==> src/rtl/accel_ctrl.sv <==
// Accelerometer sequencer: powers the sensor up over SPI, then bursts six axis-register reads every SAMPLE_CYCLES.
// Exactly one SPI transaction outstanding at a time; a burst in flight always completes before enable is honoured.
module accel_ctrl #(
  parameter logic [23:0] STARTUP_CYCLES = 24'd2000,
  parameter logic [23:0] SAMPLE_CYCLES  = 24'd20000
) (
  input  logic        spi_clk,
  input  logic        reset_n,
  input  logic        enable,
  output logic        spi_start,
  output logic [15:0] spi_data_tx,
  input  logic        spi_done,
  input  logic [7:0]  spi_data_rx,
  output logic        init_done,
  output logic [15:0] data_x,
  output logic [15:0] data_y,
  output logic [15:0] data_z,
  output logic        data_valid
);

  typedef enum logic [2:0] {
    STARTUP, INIT_ISSUE, INIT_WAIT, IDLE_WAIT, RD_ISSUE, RD_WAIT, UPDATE
  } state_t;

  typedef struct packed {
    logic       rd;
    logic       mb;
    logic [5:0] addr;
    logic [7:0] wdata;
  } spi_cmd_t;

  localparam logic [1:0][15:0] INIT_TABLE = {16'h2D08, 16'h3108};
  localparam logic [23:0] TIMER_LOAD = (SAMPLE_CYCLES == 24'd0) ? 24'd0 : SAMPLE_CYCLES - 24'd1;

  state_t          state, state_next;
  logic [2:0]      idx, idx_next;
  logic [23:0]     startup_cnt, startup_next;
  logic [23:0]     timer, timer_next;
  logic [15:0]     tx_next;
  logic            init_done_next;
  logic [5:0][7:0] shadow, shadow_next;
  logic            load_out;
  logic            startup_over;
  logic            burst_go;
  spi_cmd_t        rd_cmd;

  assign startup_over = ({1'b0, startup_cnt} + 25'd1) >= {1'b0, STARTUP_CYCLES};
  assign burst_go     = (timer == 24'd0) && enable;

  always_comb begin
    state_next     = state;
    idx_next       = idx;
    startup_next   = startup_cnt;
    timer_next     = (timer != 24'd0) ? timer - 24'd1 : 24'd0;
    tx_next        = spi_data_tx;
    init_done_next = init_done;
    shadow_next    = shadow;
    load_out       = 1'b0;
    spi_start      = 1'b0;
    rd_cmd         = '0;

    case (state)
      STARTUP: begin
        if (startup_over) begin
          state_next = INIT_ISSUE;
          idx_next   = 3'd0;
        end else begin
          startup_next = startup_cnt + 24'd1;
        end
      end
      INIT_ISSUE: begin
        spi_start  = 1'b1;
        state_next = INIT_WAIT;
      end
      INIT_WAIT: begin
        if (spi_done) begin
          if (idx == 3'd0) begin
            idx_next   = 3'd1;
            state_next = INIT_ISSUE;
          end else begin
            idx_next       = 3'd0;
            init_done_next = 1'b1;
            state_next     = IDLE_WAIT;
          end
        end
      end
      IDLE_WAIT: begin
        if (burst_go) begin
          state_next = RD_ISSUE;
          idx_next   = 3'd0;
          timer_next = TIMER_LOAD;
        end
      end
      RD_ISSUE: begin
        spi_start  = 1'b1;
        state_next = RD_WAIT;
      end
      RD_WAIT: begin
        if (spi_done) begin
          shadow_next[idx] = spi_data_rx;
          if (idx == 3'd5) begin
            state_next = UPDATE;
          end else begin
            idx_next   = idx + 3'd1;
            state_next = RD_ISSUE;
          end
        end
      end
      UPDATE: begin
        load_out = 1'b1;
        idx_next = 3'd0;
        // An overrunning burst leaves the timer at 0: chain straight into the next one.
        if (burst_go) begin
          state_next = RD_ISSUE;
          timer_next = TIMER_LOAD;
        end else begin
          state_next = IDLE_WAIT;
        end
      end
      default: state_next = STARTUP;
    endcase

    rd_cmd.rd   = 1'b1;
    rd_cmd.addr = 6'h32 + {3'b000, idx_next};
    if (state_next == INIT_ISSUE) begin
      tx_next = INIT_TABLE[idx_next[0]];
    end else if (state_next == RD_ISSUE) begin
      tx_next = rd_cmd;
    end
  end

  always_ff @(posedge spi_clk or negedge reset_n) begin
    if (!reset_n) begin
      state       <= STARTUP;
      idx         <= 3'd0;
      startup_cnt <= 24'd0;
      timer       <= 24'd0;
      spi_data_tx <= 16'd0;
      init_done   <= 1'b0;
      shadow      <= '0;
      data_x      <= 16'd0;
      data_y      <= 16'd0;
      data_z      <= 16'd0;
      data_valid  <= 1'b0;
    end else begin
      state       <= state_next;
      idx         <= idx_next;
      startup_cnt <= startup_next;
      timer       <= timer_next;
      spi_data_tx <= tx_next;
      init_done   <= init_done_next;
      shadow      <= shadow_next;
      data_valid  <= load_out;
      if (load_out) begin
        data_x <= {shadow[1], shadow[0]};
        data_y <= {shadow[3], shadow[2]};
        data_z <= {shadow[5], shadow[4]};
      end
    end
  end

endmodule
==> config.mk <==
export PLATFORM = sky130hd
export DESIGN_NAME = accel_ctrl
export DESIGN_NICKNAME = d
export VERILOG_FILES = /design/src/rtl/accel_ctrl.sv
export SDC_FILE = /design/constraint.sdc
export NUM_CORES = 1
export LEC_CHECK = 0
export ABC_AREA = 1
export CORE_ASPECT_RATIO = 0.6
export CORE_UTILIZATION = 53
export DETAILED_ROUTE_END_ITERATION = 6
export PLACE_DENSITY = 0.76
export SETUP_SLACK_MARGIN = 0.15
export SYNTH_ARGS = -nofsm -noshare
export SYNTH_HDL_FRONTEND = slang
export SYNTH_SLANG_ARGS = --single-unit
==> constraint.sdc <==
create_clock -name spi_clk -period 5.17 [get_ports spi_clk]
set_input_delay 1.034 -clock spi_clk [delete_from_list [all_inputs] [get_ports spi_clk]]
set_output_delay 1.034 -clock spi_clk [all_outputs]
set_load 0.02 [all_outputs]
==> flow_summary.yaml, run 1 <==
run_status:
  status: "complete, no violations"
die:
  fp.dieArea_sq_mm: 0.0142
  start_util: 0.553
  num_rows: 32
  dieWidth_um: 153
  core-area_sq_mm: 0.0131
  die_h_um: 92.6
  pin_count: 79
final_layout:
  layout.nets: 934
  fill_cells: 1050
  syn_to_final_growth_pct: 19.7
  diodes: 0
  register_area_sq_mm: 0.00400
  final_common_cell: "nand2_1"
  multi_input_area_sq_mm: 0.00285
  drive_above_1_share: 0.0797
  final_cell_mix: "nand2_1 (309), dfrtp_1 (160), nor2_1 (77), clkdlybuf4s50_1 (69), o21ai_0 (64)"
sta:
  rsz0062_at_grt: "no"
  setup_viol: 0
  timing.fmax_mhz: 331
  worst_pin_slew_ns: 0.660
  report.final.hold_viol_count: 0
  fin_crit_sh: 0.585
  post-route-min-period_ns: 3.02
  worst_slew_margin_rel: 0.557
  drv_slew: 0
  setup_tns_ns: 0
  clock_skew_ns: 0.0160
placed_design:
  place_hpwl_um: 10600
  gp_congestion: 0.846
  io_buffers: 70
grt:
  grt_start_max_net_pins: 95
  grt-ovfl-total: 0
  grt_pass1_wl_um: 26600
  first_global_vias: 5275
  track_usage: 0.243
  antenna_found_initial: 0
clock_tree:
  worstSkewPairLatency_ns: 0.44
  cts_hold_buf: 0
  htreeDepth: 4
  cts_root_buf: "clkbuf_16"
  clock_path_buffers: 2
  path_clk_slew_ns: 0.07
  cts_buffers: 17
  postCtsResizedCells: 0
  cts_tree: "done"
  post_cts_buffers: 0
  clkSinkCount: 160
logic_synthesis:
  syn_inst: 855
  syn_area_per_cell_sq_um: 8.47
  ys_seq_elements: 160
  syn_area_sq_mm: 0.00724
  yosysWarnings: 0
  yosysUniqueCellTypes: 37
  yosysSeqAreaShare: 0.553
  ys.flop_type: "dfrtp_1"
  synth_edf_count: 0
  async_flop_share: 1.00
setup_path:
  path_cells: "inv_1, nor3_1, inv_1, nand2_1, clkdlybuf4s50_1"
  worstPathArrival_ns: 1.99
  required_ns: 4.14
  r2r_slack_ns: 2.22
  cp.depth: 5
  crit_path_max_fanout: 6
  max_stage_delay_ns: 0.60
  rr_worst_depth: 21
  critPathCaptureType: "output port"
  cp-start-kind: "flip-flop"
  r2r-start: "startup_cnt[13]$_DFFE_PN0P_"
  crit_type: "reg2out"
  cpMostUsedCell: "inv_1"
  slowest_stage: "clkdlybuf4s50_1"
  worstReg2RegEnd: "spi_data_tx[10]$_DFFE_PN0P_"
  path_buf_inv: 3
  crit_family: "buffers and inverters"
power_and_ir_drop:
  total_power_w: 0.00260
  power.leakage_nw: 4.19
  p_per_area_mw_per_mm2: 300
  ir_worst_vdd_mv: 0.224
routing:
  drc: 0
  wl_per_cell_um: 14.5
  firstDrtPassIters: 4
  drtAntennaViolNets: 0
  vias_per_cell: 5.23
  num_vias: 5751
  first_iter_violations: 474
  wl_met1_um: 8500
  routed_wl_um: 15900
  dr_wl_met2_um: 6280
  top_layer_used: "met4"
  met3_length_um: 923
worst_hold_path:
  min_delay_path_depth: 0
  hold_end: "startup_cnt[23]$_DFFE_PN0P_"
  hp-class: "reg2reg"
  hp-start: "startup_cnt[23]$_DFFE_PN0P_"
flow_run:
  cap_violations: 0
-- flip-flops by register name, indices dropped and copies added, names as in the netlist, 3 cells and up --
name / count
startup_cnt: 24
spi_data_tx: 8
data_y: 16
shadow: 48
data_x: 16
idx: 3
timer: 24
data_z: 16
state: 3
-- metrics by stage --
stage | setup slack, ns | hold WS, ns | std cells | util | instance area (sq um)
CTS | 2.17 | 0.433 | 1099 | 0.662 | 8670
detailed placement | 2.09 | 0.417 | 1067 | 0.615 | 8050
floorplan | 2.79 | 0.440 | 862 | - | 7270
finish | 2.15 | 0.426 | 1099 | 0.662 | 8670
global placement | 2.19 | 0.422 | 1067 | 0.615 | 8050
global route | 1.92 | 0.446 | 1099 | 0.662 | 8670
-- layout make-up --
cell class / instances / area share
flip-flops and latches: 160 / 0.462
well taps: 170 / 0.0245
clock inverters: 15 / 0.0222
clock buffers: 17 / 0.0491
repair buffers: 73 / 0.0850
multi-input cells: 597 / 0.328
inverters: 67 / 0.0290
-- report_power, final --
part | switching (W) | internal [W]
sequential | 0.000000555 | 0.00125
clock | 0.000597 | 0.000700
combinational | 0.0000422 | 0.0000111
total | 0.000639 | 0.00196
-- synthesized netlist by cell type, types with 6 or more instances --
library cell / n / area share
nor3_1: 9 / 0.0062
nor2_1: 78 / 0.040
inv_1: 62 / 0.032
nand3_1: 24 / 0.017
nand2_1: 309 / 0.16
o21ai_0: 64 / 0.044
a21oi_1: 6 / 0.0041
xor2_1: 21 / 0.025
ha_1: 6 / 0.010
buf_4: 9 / 0.0093
xnor2_1: 11 / 0.013
nor2_2: 8 / 0.0069
dfrtp_1: 160 / 0.55
nand4_1: 12 / 0.010
clkbuf_1: 28 / 0.015
-- worst max path at each step --
stage | from | endpoint | slack, ns
floorplan | startup_cnt[1]$_DFFE_PN0P_ | spi_data_tx[10]$_DFFE_PN0P_ | 2.79
global placement | spi_done | spi_data_tx[9]$_DFFE_PN0P_ | 2.19
detailed placement | spi_done | spi_data_tx[9]$_DFFE_PN0P_ | 2.09
CTS | state[2]$_DFF_PN0_ | spi_start | 2.17
global route | startup_cnt[13]$_DFFE_PN0P_ | spi_data_tx[10]$_DFFE_PN0P_ | 1.92
finish | state[2]$_DFF_PN0_ | spi_start | 2.15
-- logic make-up after synthesis --
group | after synthesis | synth area share
flops | 160 | 0.553
compound gates | 86 | 0.0668
simple gates | 465 | 0.272
buf+inv | 105 | 0.0591
fa+ha+maj | 6 | 0.0104
other cells | 1 | 0.000518
xor+xnor | 32 | 0.0387
-- routing by layer --
layer	vias to the layer above	track usage
li1	2800	-
met1	2770	0.386
met2	160	0.329
met3	21	0.0482
met4	0	0.0774
met5	-	0
No activity file was read; power rests on OpenSTA's default activity.
==> inputs of run 2 (changes only) <==
==> constraint.sdc (replaced) <==
create_clock -name spi_clk -period 2.85 [get_ports spi_clk]
set_input_delay 0.57 -clock spi_clk [delete_from_list [all_inputs] [get_ports spi_clk]]
set_output_delay 0.57 -clock spi_clk [all_outputs]
set_load 0.02 [all_outputs]
==> run 2 against run 1 <==
  * Power is 81% higher
  * Die area unchanged
  * Cell area up 2.6%
  * Sequential power grew 82%
  * Register-to-register slack worse by 2.0 ns
  * Sequential share of layout area is 1.1 points lower
  * Setup slack worse by 1.9 ns
  * Combinational power is 91% higher
  * Global-route usage is 0.80 points higher
  * Non-clock buffer count grew 18
  * Clock power increased by 80%
  * Critical endpoint is now spi_data_tx[10]$_DFFE_PN0P_
  * Cell count increased by 1.6%
==> flow_summary.yaml, run 2 (synthesis gave the netlist of run 1 again) <==
setup_path:
  r2r-start: "startup_cnt[1]$_DFFE_PN0P_"
  crit_type: "reg2reg"
  required_ns: 3.16
  worstPathArrival_ns: 2.93
  cp-start-kind: "flip-flop"
  crit_path_max_fanout: 6
  critPathCaptureType: "flip-flop"
  startpoint: "startup_cnt[1]$_DFFE_PN0P_"
grt:
  grt_use_met3: 0.0622
  met1_usage: 0.403
  grt_use_met2: 0.336
  antenna_found_initial: 0
  grt-ovfl-total: 0
  first_global_vias: 5502
  top_usage_layer: "met1"
  grt_pass1_wl_um: 27800
  grt_start_max_net_pins: 72
  track_usage: 0.251
clock_tree:
  path_clk_slew_ns: 0.07
  cts_buffers: 17
  clock_path_buffers: 2
  cts_tree: "done"
  cts_hold_buf: 0
  cts_root_buf: "clkbuf_16"
  worstSkewPairLatency_ns: 0.42
  htreeDepth: 4
  clkSinkCount: 160
sta:
  fin_crit_sh: 0.919
  finalWorstSetupSlack_ns: 0.232
  drv_slew: 0
  clock_skew_ns: 0.0134
  timing.fmax_mhz: 382
  post-route-min-period_ns: 2.62
  setup_viol: 0
  worst_slew_margin_rel: 0.550
  worst_pin_slew_ns: 0.675
  rsz0062_at_grt: "yes"
  report.final.hold_viol_count: 0
  setup_tns_ns: 0
routing:
  wl_per_cell_um: 14.8
  firstDrtPassIters: 5
  routed_wl_um: 16500
  drc: 0
  first_iter_violations: 456
  drtAntennaViolNets: 0
  num_vias: 5767
  vias_per_cell: 5.16
die:
  dieWidth_um: 153
  pin_count: 79
  die_h_um: 92.6
  core-area_sq_mm: 0.0131
  start_util: 0.553
  fp.dieArea_sq_mm: 0.0142
  num_rows: 32
placed_design:
  io_buffers: 70
  place_hpwl_um: 11100
  dp_cells: 1075
  gp_congestion: 0.858
  post-place-ws_ns: 0.165
flow_run:
  cap_violations: 0
worst_hold_path:
  hp-class: "in2async"
final_layout:
  regMostFlops: "shadow"
  syn_to_final_growth_pct: 22.8
  largest_reg_flops: 48
  stdcell_count: 1117
  final_common_cell: "nand2_1"
  reg_top3: "shadow: 48 flops, startup_cnt: 24 flops, timer: 24 flops"
  final_cell_mix: "nand2_1 (305), dfrtp_1 (155), nor2_1 (70), clkdlybuf4s50_1 (69), o21ai_0 (64)"
  drive_above_1_share: 0.118
  layout.nets: 952
  utilization: 0.679
  fill_cells: 1026
  diodes: 0
power_and_ir_drop:
  p_per_area_mw_per_mm2: 529
  power.leakage_nw: 4.27
  ir_worst_vdd_mv: 0.335
run_status:
  status: "complete, no violations"
==> run 2: final cells by class <==
cell class,instances,area (sq um),area share
sequential,160,4010,0.451
multi-input combinational,597,2920,0.329
timing repair buffer,91,876,0.0985
clock buffer,17,425,0.0478
inverter,67,251,0.0283
tap,170,213,0.0239
clock inverter,15,195,0.0219
==> run 2: what timing repair did <==
action,4_1_cts,5_1_grt
cloned,0,0
setup buffers,2,8
endpoints found under the setup margin,1,13
gates resized for setup,1,25
pin swaps,1,11
==> run 2: metal layers <==
metal,vias up,part of all wire
met5,-,0
met4,0,0.0082
met3,16,0.066
met2,184,0.41
met1,2752,0.52
li1,2815,-
==> run 2: path summary, 6_finish.rpt <==
path                                                to  slack (ns)  depth (start not counted)
max                        spi_data_tx[10]$_DFFE_PN0P_        0.23                         20
min                         startup_cnt[2]$_DFFE_PN0P_        0.14                          1
max reg2reg                spi_data_tx[10]$_DFFE_PN0P_        0.23                         20
min reg2reg                startup_cnt[23]$_DFFE_PN0P_        0.44                          0
max in group asynchronous       shadow[36]$_DFFE_PN0P_        1.97                          2
min in group spi_clk       startup_cnt[23]$_DFFE_PN0P_        0.44                          0
==> run 2: through the flow <==
step           power [W]  hold slack, ns  instance area (sq um)
4_1_cts          0.00475           0.187                   8750
3_3_place_gp     0.00242           0.422                   8110
5_1_grt          0.00485           0.216                   8890
2_1_floorplan    0.00235           0.274                   7270
6_report         0.00471           0.139                   8890
3_5_place_dp     0.00242           0.431                   8110
==> run 2: worst max-delay path, cell delays in order, from the launching register on <==
cell     delay (ns)
dfrtp_1        0.39
ha_2           0.24
nand3_4        0.09
nor2_4         0.19
buf_6          0.14
nand2_4        0.04
nand2_2        0.06
nand2_2        0.05
nor2_2         0.12
nand2_1        0.10
nor2_2         0.14
nand3_2        0.11
inv_2          0.10
nand2_4        0.06
nand3_4        0.12
o21a_1         0.15
ha_1           0.22
nand2_1        0.05
nand2_1        0.04
nand2_1        0.06
nand2_1        0.04
==> run 2: power by group <==
part / total (W) / leakage, nW / internal (W) / switching, W
sequential: 0.00227 / 2.15 / 0.00227 / 0.00000108
combinational: 0.000102 / 1.83 / 0.0000229 / 0.0000786
clock: 0.00234 / 0.294 / 0.00127 / 0.00107
total: 0.00471 / 4.27 / 0.00356 / 0.00115
==> inputs of run 3 (changes only) <==
--- a/config.mk
+++ b/config.mk
@@ -8,6 +8,7 @@
 export ABC_AREA = 1
 export CORE_ASPECT_RATIO = 0.6
 export CORE_UTILIZATION = 53
+export CTS_BUF_LIST = sky130_fd_sc_hd__clkbuf_8 sky130_fd_sc_hd__clkbuf_16
 export DETAILED_ROUTE_END_ITERATION = 6
 export PLACE_DENSITY = 0.76
 export SETUP_SLACK_MARGIN = 0.15
==> results of run 3 <==
Final layout, timing and power as in run 2 (identical DEF).
